--- config.mk ---
export PLATFORM = sky130hd
export DESIGN_NAME = tpsram_share_arbiter
export DESIGN_NICKNAME = d
export VERILOG_FILES = /design/src/rtl/tpsram_share_arbiter.sv
export SDC_FILE = /design/constraint.sdc
export NUM_CORES = 1
export LEC_CHECK = 0
export CAP_MARGIN = 25
export CORE_UTILIZATION = 29
export DETAILED_ROUTE_END_ITERATION = 12
export PLACE_DENSITY = 0.66
export SKIP_CTS_REPAIR_TIMING = 1
export SLEW_MARGIN = 20
export SYNTH_ARGS = -nofsm -noshare
export SYNTH_HDL_FRONTEND = slang
export SYNTH_SLANG_ARGS = --single-unit
export TNS_END_PERCENT = 50
--- constraint.sdc ---
create_clock -name CLK -period 3.6 [get_ports CLK]
set_input_delay 0.54 -clock CLK [delete_from_list [all_inputs] [get_ports CLK]]
set_output_delay 0.54 -clock CLK [all_outputs]
set_load 0.1 [all_outputs]
--- src/rtl/tpsram_share_arbiter.sv ---
`timescale 1ns/1ps
`default_nettype none
// +---------------------------------------------------------------------------+
// | tpsram_share_arbiter: shares one two-port SRAM between requesters A and B |
// |   with independent round-robin write/read arbitration and tagged return.  |
// | Revision: 1.0                                                             |
// +---------------------------------------------------------------------------+
module tpsram_share_arbiter #(
  parameter int AW               = 6,
  parameter int DW               = 8,
  parameter int RD_LATENCY       = 1,
  parameter int COLLISION_BYPASS = 1
) (
  input  logic          CLK,
  input  logic          RESETn,
  input  logic          i_req_wr_a,
  input  logic          i_req_wr_b,
  input  logic [AW-1:0] i_waddr_a,
  input  logic [AW-1:0] i_waddr_b,
  input  logic [DW-1:0] i_wd_a,
  input  logic [DW-1:0] i_wd_b,
  output logic          o_gnt_wr_a,
  output logic          o_gnt_wr_b,
  input  logic          i_req_rd_a,
  input  logic          i_req_rd_b,
  input  logic [AW-1:0] i_raddr_a,
  input  logic [AW-1:0] i_raddr_b,
  output logic          o_gnt_rd_a,
  output logic          o_gnt_rd_b,
  output logic          o_rvalid_a,
  output logic          o_rvalid_b,
  output logic [DW-1:0] o_rd_a,
  output logic [DW-1:0] o_rd_b,
  output logic [AW-1:0] o_TPSRAM_WADDR,
  output logic [DW-1:0] o_TPSRAM_WD,
  output logic          o_TPSRAM_WEN,
  output logic [AW-1:0] o_TPSRAM_RADDR,
  output logic          o_TPSRAM_REN,
  input  logic [DW-1:0] i_TPSRAM_RD
);

  logic          gnt_wr_a, gnt_wr_b, gnt_rd_a, gnt_rd_b;
  logic          wr_fav_b, rd_fav_b;
  logic          wen_q, ren_q;
  logic [AW-1:0] waddr_q, raddr_q;
  logic [DW-1:0] wd_q;
  logic          tag0_own;
  logic          coll0;
  logic          fin_v, fin_own, fin_coll;
  logic [DW-1:0] fin_wd;
  logic          rvalid_a_q, rvalid_b_q;
  logic [DW-1:0] rd_a_q, rd_b_q;

  // A wins unless B is also requesting and the pointer currently favours B.
  assign gnt_wr_a = i_req_wr_a & (~i_req_wr_b | ~wr_fav_b);
  assign gnt_wr_b = i_req_wr_b & ~gnt_wr_a;
  assign gnt_rd_a = i_req_rd_a & (~i_req_rd_b | ~rd_fav_b);
  assign gnt_rd_b = i_req_rd_b & ~gnt_rd_a;

  always_ff @(posedge CLK or negedge RESETn) begin
    if (!RESETn) begin
      wr_fav_b <= 1'b0;
      wen_q    <= 1'b0;
      waddr_q  <= '0;
      wd_q     <= '0;
    end else begin
      wen_q <= gnt_wr_a | gnt_wr_b;
      if (gnt_wr_a) begin
        wr_fav_b <= 1'b1;
        waddr_q  <= i_waddr_a;
        wd_q     <= i_wd_a;
      end else if (gnt_wr_b) begin
        wr_fav_b <= 1'b0;
        waddr_q  <= i_waddr_b;
        wd_q     <= i_wd_b;
      end
    end
  end

  // REN doubles as the valid bit of the first tag stage.
  always_ff @(posedge CLK or negedge RESETn) begin
    if (!RESETn) begin
      rd_fav_b <= 1'b0;
      ren_q    <= 1'b0;
      raddr_q  <= '0;
      tag0_own <= 1'b0;
    end else begin
      ren_q    <= gnt_rd_a | gnt_rd_b;
      tag0_own <= gnt_rd_b;
      if (gnt_rd_a) begin
        rd_fav_b <= 1'b1;
        raddr_q  <= i_raddr_a;
      end else if (gnt_rd_b) begin
        rd_fav_b <= 1'b0;
        raddr_q  <= i_raddr_b;
      end
    end
  end

  assign coll0 = (COLLISION_BYPASS != 0) && wen_q && ren_q && (waddr_q == raddr_q);

  generate
    if (RD_LATENCY == 1) begin : g_lat1
      assign fin_v    = ren_q;
      assign fin_own  = tag0_own;
      assign fin_coll = coll0;
      assign fin_wd   = wd_q;
    end else begin : g_latn
      localparam int N = RD_LATENCY - 1;
      logic [N-1:0]  v_q, own_q, coll_q;
      logic [DW-1:0] bwd_q [N];

      // The bypass data is captured in the SRAM cycle of the read and rides
      // along with the tag until the SRAM data is due.
      always_ff @(posedge CLK or negedge RESETn) begin
        if (!RESETn) begin
          v_q    <= '0;
          own_q  <= '0;
          coll_q <= '0;
          for (int k = 0; k < N; k++) bwd_q[k] <= '0;
        end else begin
          v_q[0]    <= ren_q;
          own_q[0]  <= tag0_own;
          coll_q[0] <= coll0;
          bwd_q[0]  <= wd_q;
          for (int k = 1; k < N; k++) begin
            v_q[k]    <= v_q[k-1];
            own_q[k]  <= own_q[k-1];
            coll_q[k] <= coll_q[k-1];
            bwd_q[k]  <= bwd_q[k-1];
          end
        end
      end

      assign fin_v    = v_q[N-1];
      assign fin_own  = own_q[N-1];
      assign fin_coll = coll_q[N-1];
      assign fin_wd   = bwd_q[N-1];
    end
  endgenerate

  always_ff @(posedge CLK or negedge RESETn) begin
    if (!RESETn) begin
      rvalid_a_q <= 1'b0;
      rvalid_b_q <= 1'b0;
      rd_a_q     <= '0;
      rd_b_q     <= '0;
    end else begin
      rvalid_a_q <= fin_v & ~fin_own;
      rvalid_b_q <= fin_v & fin_own;
      if (fin_v && !fin_own) rd_a_q <= fin_coll ? fin_wd : i_TPSRAM_RD;
      if (fin_v && fin_own)  rd_b_q <= fin_coll ? fin_wd : i_TPSRAM_RD;
    end
  end

  assign o_gnt_wr_a     = gnt_wr_a;
  assign o_gnt_wr_b     = gnt_wr_b;
  assign o_gnt_rd_a     = gnt_rd_a;
  assign o_gnt_rd_b     = gnt_rd_b;
  assign o_TPSRAM_WEN   = wen_q;
  assign o_TPSRAM_WADDR = waddr_q;
  assign o_TPSRAM_WD    = wd_q;
  assign o_TPSRAM_REN   = ren_q;
  assign o_TPSRAM_RADDR = raddr_q;
  assign o_rvalid_a     = rvalid_a_q;
  assign o_rvalid_b     = rvalid_b_q;
  assign o_rd_a         = rd_a_q;
  assign o_rd_b         = rd_b_q;

endmodule
`default_nettype wire

==> results of run 1 <==
cell usage in the layout (no fill, tap or decap), drive strengths merged:
| cell type | n |
|---|---|
| o21ai | 7 |
| or2 | 2 |
| clkbuf | 6 |
| nor2 | 14 |
| dfrtp | 43 |
| inv | 17 |
| nand2 | 8 |
| clkinv | 1 |
| and2b | 1 |
| clkdlybuf4s50 | 92 |
| o22ai | 14 |
| nand4 | 1 |
| nand2b | 1 |
| nor2b | 17 |
| a21oi | 47 |
| a31oi | 14 |
| a21boi | 1 |
| buf | 8 |
| xnor2 | 3 |
| and2 | 1 |
| nor4 | 1 |
| xor2 | 3 |
| mux2i | 23 |
power groups by stage:
| stage | registers [mW] | logic [mW] | clock network [mW] |
|---|---|---|---|
| 4_1_cts | 0.608 | 0.944 | 0.328 |
| 3_3_place_gp | 0.617 | 0.933 | 0 |
| 2_1_floorplan | 1.07 | 0.220 | 0 |
| 6_report | 0.607 | 0.940 | 0.314 |
| 5_1_grt | 0.617 | 0.984 | 0.344 |
| 3_5_place_dp | 0.617 | 0.942 | 0 |
area by class of cell:
class / instances / area (sq um)
fillers: 684 / 3950
inverters: 17 / 63.8
well taps: 99 / 124
clock inverters: 1 / 5.00
multi-input cells: 158 / 1000
flip-flops and latches: 43 / 1080
clock buffers: 6 / 82.6
repair buffers: 100 / 1030
state kept, by name (all words and copies together), names as in the netlist, 6 cells and up:
| name | count |
|---|---|
| o_TPSRAM_RADDR | 6 |
| o_TPSRAM_WADDR | 6 |
| o_TPSRAM_WD | 8 |
| o_rd_a | 8 |
| o_rd_b | 8 |
worst max-delay path, delay by kind of cell:
kind	cells	cell delay [ns]
compound gates	1	0.41
buf+inv	2	0.98
logic make-up after synthesis:
| kind of cell | synth area share |
|---|---|
| compound gates | 0.205 |
| simple gates | 0.119 |
| flops | 0.486 |
| buf+inv | 0.0627 |
| mux | 0.104 |
| xor+xnor | 0.0237 |
path summary, 6_finish.rpt:
kind | slack (ns) | start | cells past startpoint | end
min in group CLK | 0.49 | rd_fav_b$_DFFE_PN0P_ | 1 | rd_fav_b$_DFFE_PN0P_
hold / removal | 0.23 | RESETn | 1 | o_rvalid_b$_DFF_PN0_
setup / recovery | 1.12 | i_req_wr_b | 3 | o_gnt_wr_a
hold reg to reg | 0.49 | rd_fav_b$_DFFE_PN0P_ | 1 | rd_fav_b$_DFFE_PN0P_
max in group asynchronous | 2.98 | RESETn | 1 | o_rd_b[6]$_DFFE_PN0P_
setup reg to reg | 1.87 | o_TPSRAM_RADDR[4]$_DFFE_PN0P_ | 4 | o_rd_b[5]$_DFFE_PN0P_
routing by layer:
layer | part of all wire | vias up
met1 | 0.46 | 920
li1 | - | 996
met4 | 0.011 | 0
met5 | 0 | -
met2 | 0.47 | 70
met3 | 0.063 | 6
==> results.cfg, run 1 <==
[die]
start_util = 0.302
die_area_sq_um = 7990
core_area_sq_um = 7330
rows = 31
dieWidth_microns = 89.4
io_pins = 98
die_h_microns = 89.4

[power_and_ir_drop]
p_clk_frac = 0.169
power.density_nw_per_um2 = 550
pwr-share-seq = 0.326
p_int_mw = 0.963
p_leak_nw = 1.50
power_mw = 1.86
switching_power_mw = 0.898
p_comb_frac = 0.505
power.share.switching = 0.482
irDropWorstVdd_mv = 0.337

[flow_run]
maxCapViolations = 0

[routing]
drtAntennaViolNets = 0
first_pass_iters = 4
route.final.wire_length_microns = 5870
drt_drc_violations_left = 0
wl_per_cell_microns = 13.9
avgViaCountPerCell = 4.70
vias = 1992
first_iter_violations = 73

[place]
hpwl_microns = 4180
portBuffers = 97
place_ws_ns = 1.11
dpl-instance-area_sq_um = 3290
placed_cells = 417
gp_congestion = 0.745

[critical_path]
slowest_stage = clkdlybuf4s50_1
required_ns = 3.06
path_class = in2out
slowest_delay_ns = 0.76
cp-end-kind = primary output
startpoint_type = input pin
worstPathArrival_ns = 1.94
cp_cell_sequence = clkdlybuf4s50_1 > a21boi_1 > buf_12
path_max_fanout = 18

[synth]
ys_seq_elements = 43
synth_commonest_cells = a21oi_1 (47), dfrtp_1 (43), mux2i_1 (23)
async_reset_ff_frac = 1.00
yosys_warnings = 0
syn_area_per_cell_sq_um = 9.46
syn_nets = 288
yosysUniqueCellTypes = 23
ys_seq_area_frac = 0.486
synth_area_leaders = dfrtp_1 (49%), a21oi_1 (11%), mux2i_1 (10%)
syn_area_sq_um = 2210
ys.flop_type = dfrtp_1
synthCells = 234
synth-edff-count = 0
synth_top_area_frac = 0.486
yosysTopAreaCell = dfrtp_1
synth_most_common_cell = a21oi_1

[sta]
period_share = 0.688
slew_viol_final = 0
tightest_slew_ns = 0.980
fin_ws_ns = 1.12
max_freq_ghz = 0.404
hold_viol = 0
fin_crit_ns = 2.48
relSlewSlack = 0.345
finalSetupViolCount = 0
setup_tns_ns = 0
finClkSkew_ns = 0.00407
rsz0062_at_grt = false
fin_worst_hold_slack_ns = 0.235

[final_layout]
final_cells = 424
areaGrowthSynthToFinish_pct = 52.7
post-route-util = 0.461
drive_above_1_share = 0.0554
diodes = 0
final_area_sq_um = 3380
layout.nets = 379

[clock_network]
cts.sinks = 43
cts.htree.levels = 2
cts_tree = yes
path_clk_slew_ns = 0.08
insertion_delay_ns = 0.29
clock-root-buffer = clkbuf_8
clockBufferDepth = 2
cts_made_buffers = 5

[grt]
grt_usage = 0.155
gr-total-overflow = 0
met2_usage = 0.248
grt_pass1_vias = 1832
grt_use_met3 = 0.0434
grt_pass1_wl_microns = 9240
grt_max_degree = 45
grt-busiest-layer = met2
antenna_found_initial = 0
use_met1 = 0.207

[min_path]
hold_class = in2async

[outcome]
outcome = complete, no violations
Note: power is estimated with default switching activity, not from simulation.
==> run 2: changes to the inputs <==
Clock period 3.6 ns to 2.4 ns, I/O delays scaled along.
==> run 2 against run 1 <==
Against the previous run: core utilization fell by 0.19 points; combinational power rose by 47%; critical endpoint is now o_gnt_rd_b; hold slack improved by 0.25 ns; via count rose by 1.7%; setup slack got worse by 0.68 ns; largest cell class unchanged; power rose by 55%; largest power group unchanged.
==> results.cfg, run 2 (same netlist as run 1, synthesis figures left out) <==
[outcome]
outcome = complete, no violations

[clock_network]
cts_made_buffers = 5
clockBufferDepth = 2
cts.sinks = 43
cts_tree = yes
insertion_delay_ns = 0.29
path_clk_slew_ns = 0.08
cts.htree.levels = 2
clock-root-buffer = clkbuf_8

[grt]
grt_pass1_vias = 1907
gr-total-overflow = 0
grt_pass1_wl_microns = 9350
grt-busiest-layer = met2
antenna_found_initial = 0
use_met1 = 0.208
met2_usage = 0.254
grt_usage = 0.156
grt_max_degree = 29
grt_use_met3 = 0.0434

[die]
rows = 31
start_util = 0.302
io_pins = 98
core_area_sq_um = 7330
die_h_microns = 89.4
die_area_sq_um = 7990
dieWidth_microns = 89.4

[critical_path]
required_ns = 2.04
r2r_start = o_TPSRAM_WADDR[4]$_DFFE_PN0P_
slowest_delay_ns = 0.52
startpoint_type = input pin
worstPathArrival_ns = 1.60
path_max_fanout = 7
slowest_stage = clkdlybuf4s50_1
worstReg2RegEnd = o_rd_a[6]$_DFFE_PN0P_
reg2reg_setup_slack_ns = 0.69
path_class = in2out
worst-r2r-cell-count = 4
cp-end-kind = primary output
cp_cell_sequence = clkdlybuf4s50_1 > buf_4 > nor2b_1 > buf_12

[routing]
drtAntennaViolNets = 0
first_pass_iters = 4
wl_per_cell_microns = 13.6
avgViaCountPerCell = 4.69
drt_drc_violations_left = 0
vias = 2025
first_iter_violations = 47
route.final.wire_length_microns = 5870

[final_layout]
areaGrowthSynthToFinish_pct = 52.1
layout_common_cells = clkdlybuf4s50_1 (52), buf_4 (49), a21oi_1 (47)
drive_above_1_share = 0.198
final_area_sq_um = 3370
final_common_cell = clkdlybuf4s50_1
layout.nets = 386
diodes = 0
post-route-util = 0.459

[power_and_ir_drop]
power_mw = 2.88
power.density_nw_per_um2 = 854
irDropWorstVdd_mv = 0.376
p_leak_nw = 1.58

[sta]
finClkSkew_ns = 0.00511
slew_viol_final = 0
period_share = 0.815
max_freq_ghz = 0.511
fin_crit_ns = 1.96
rsz0062_at_grt = false
tightest_slew_ns = 0.726
hold_viol = 0
relSlewSlack = 0.516
finalSetupViolCount = 0
fin_ws_ns = 0.444

[place]
portBuffers = 97
hpwl_microns = 4420
gp_congestion = 0.724
dpl-instance-area_sq_um = 3240
place_ws_ns = 0.460

[flow_run]
maxCapViolations = 0

[min_path]
hold_class = in2async
run 2: cell types whose count changed in the layout (fill, tap and decap cells not counted), sizes merged:
cell and delta:
buf +46, clkdlybuf4s50 -40, dlygate4sd3 +1, bufinv +1
run 2: area by class of cell:
| cell class | instances | area (sq um) |
|---|---|---|
| Clock buffer | 6 | 82.6 |
| Fill cell | 711 | 3960 |
| Tap cell | 99 | 124 |
| Multi-Input combinational cell | 158 | 1000 |
| Clock inverter | 2 | 35.0 |
| Sequential cell | 43 | 1080 |
| Timing Repair Buffer | 107 | 983 |
| Inverter | 17 | 63.8 |
run 2: worst max-delay path by stage:
stage,startpoint,endpoint,slack [ns],depth (start not counted)
after floorplan,i_req_rd_b,o_gnt_rd_b,-0.05,3
after global placement,i_req_rd_b,o_gnt_rd_b,0.50,4
after detailed placement,i_req_rd_b,o_gnt_rd_b,0.46,4
after CTS,i_req_rd_b,o_gnt_rd_b,0.46,4
after global routing,i_req_rd_b,o_gnt_rd_b,0.40,4
final,i_req_rd_b,o_gnt_rd_b,0.44,4
run 2: worst max-delay path, delay by kind of cell:
family,cells,cell delay [ns]
buffers and inverters,3,0.94
and+or+nand+nor,1,0.30
run 2: report_power, final:
part | leakage (nW) | total, mW | internal (mW) | switching, mW
Combinational | 1.01 | 1.38 | 0.367 | 1.02
Clock | 0.0612 | 0.580 | 0.337 | 0.243
Sequential | 0.508 | 0.913 | 0.825 | 0.0876
run 2: through the flow:
stage	hold slack (ns)	instances	TNS, ns
2_1_floorplan	0.0644	234	-0.0481
3_3_place_gp	0.273	423	0
3_5_place_dp	0.272	423	0
4_1_cts	-0.0493	431	0
5_1_grt	0.510	432	0
6_report	0.486	432	0
run 2: routing by layer:
layer | up-vias | share of wire
met1 | 938 | 0.46
met4 | 0 | 0.0061
met2 | 70 | 0.47
met3 | 4 | 0.068
met5 | - | 0
li1 | 1013 | -
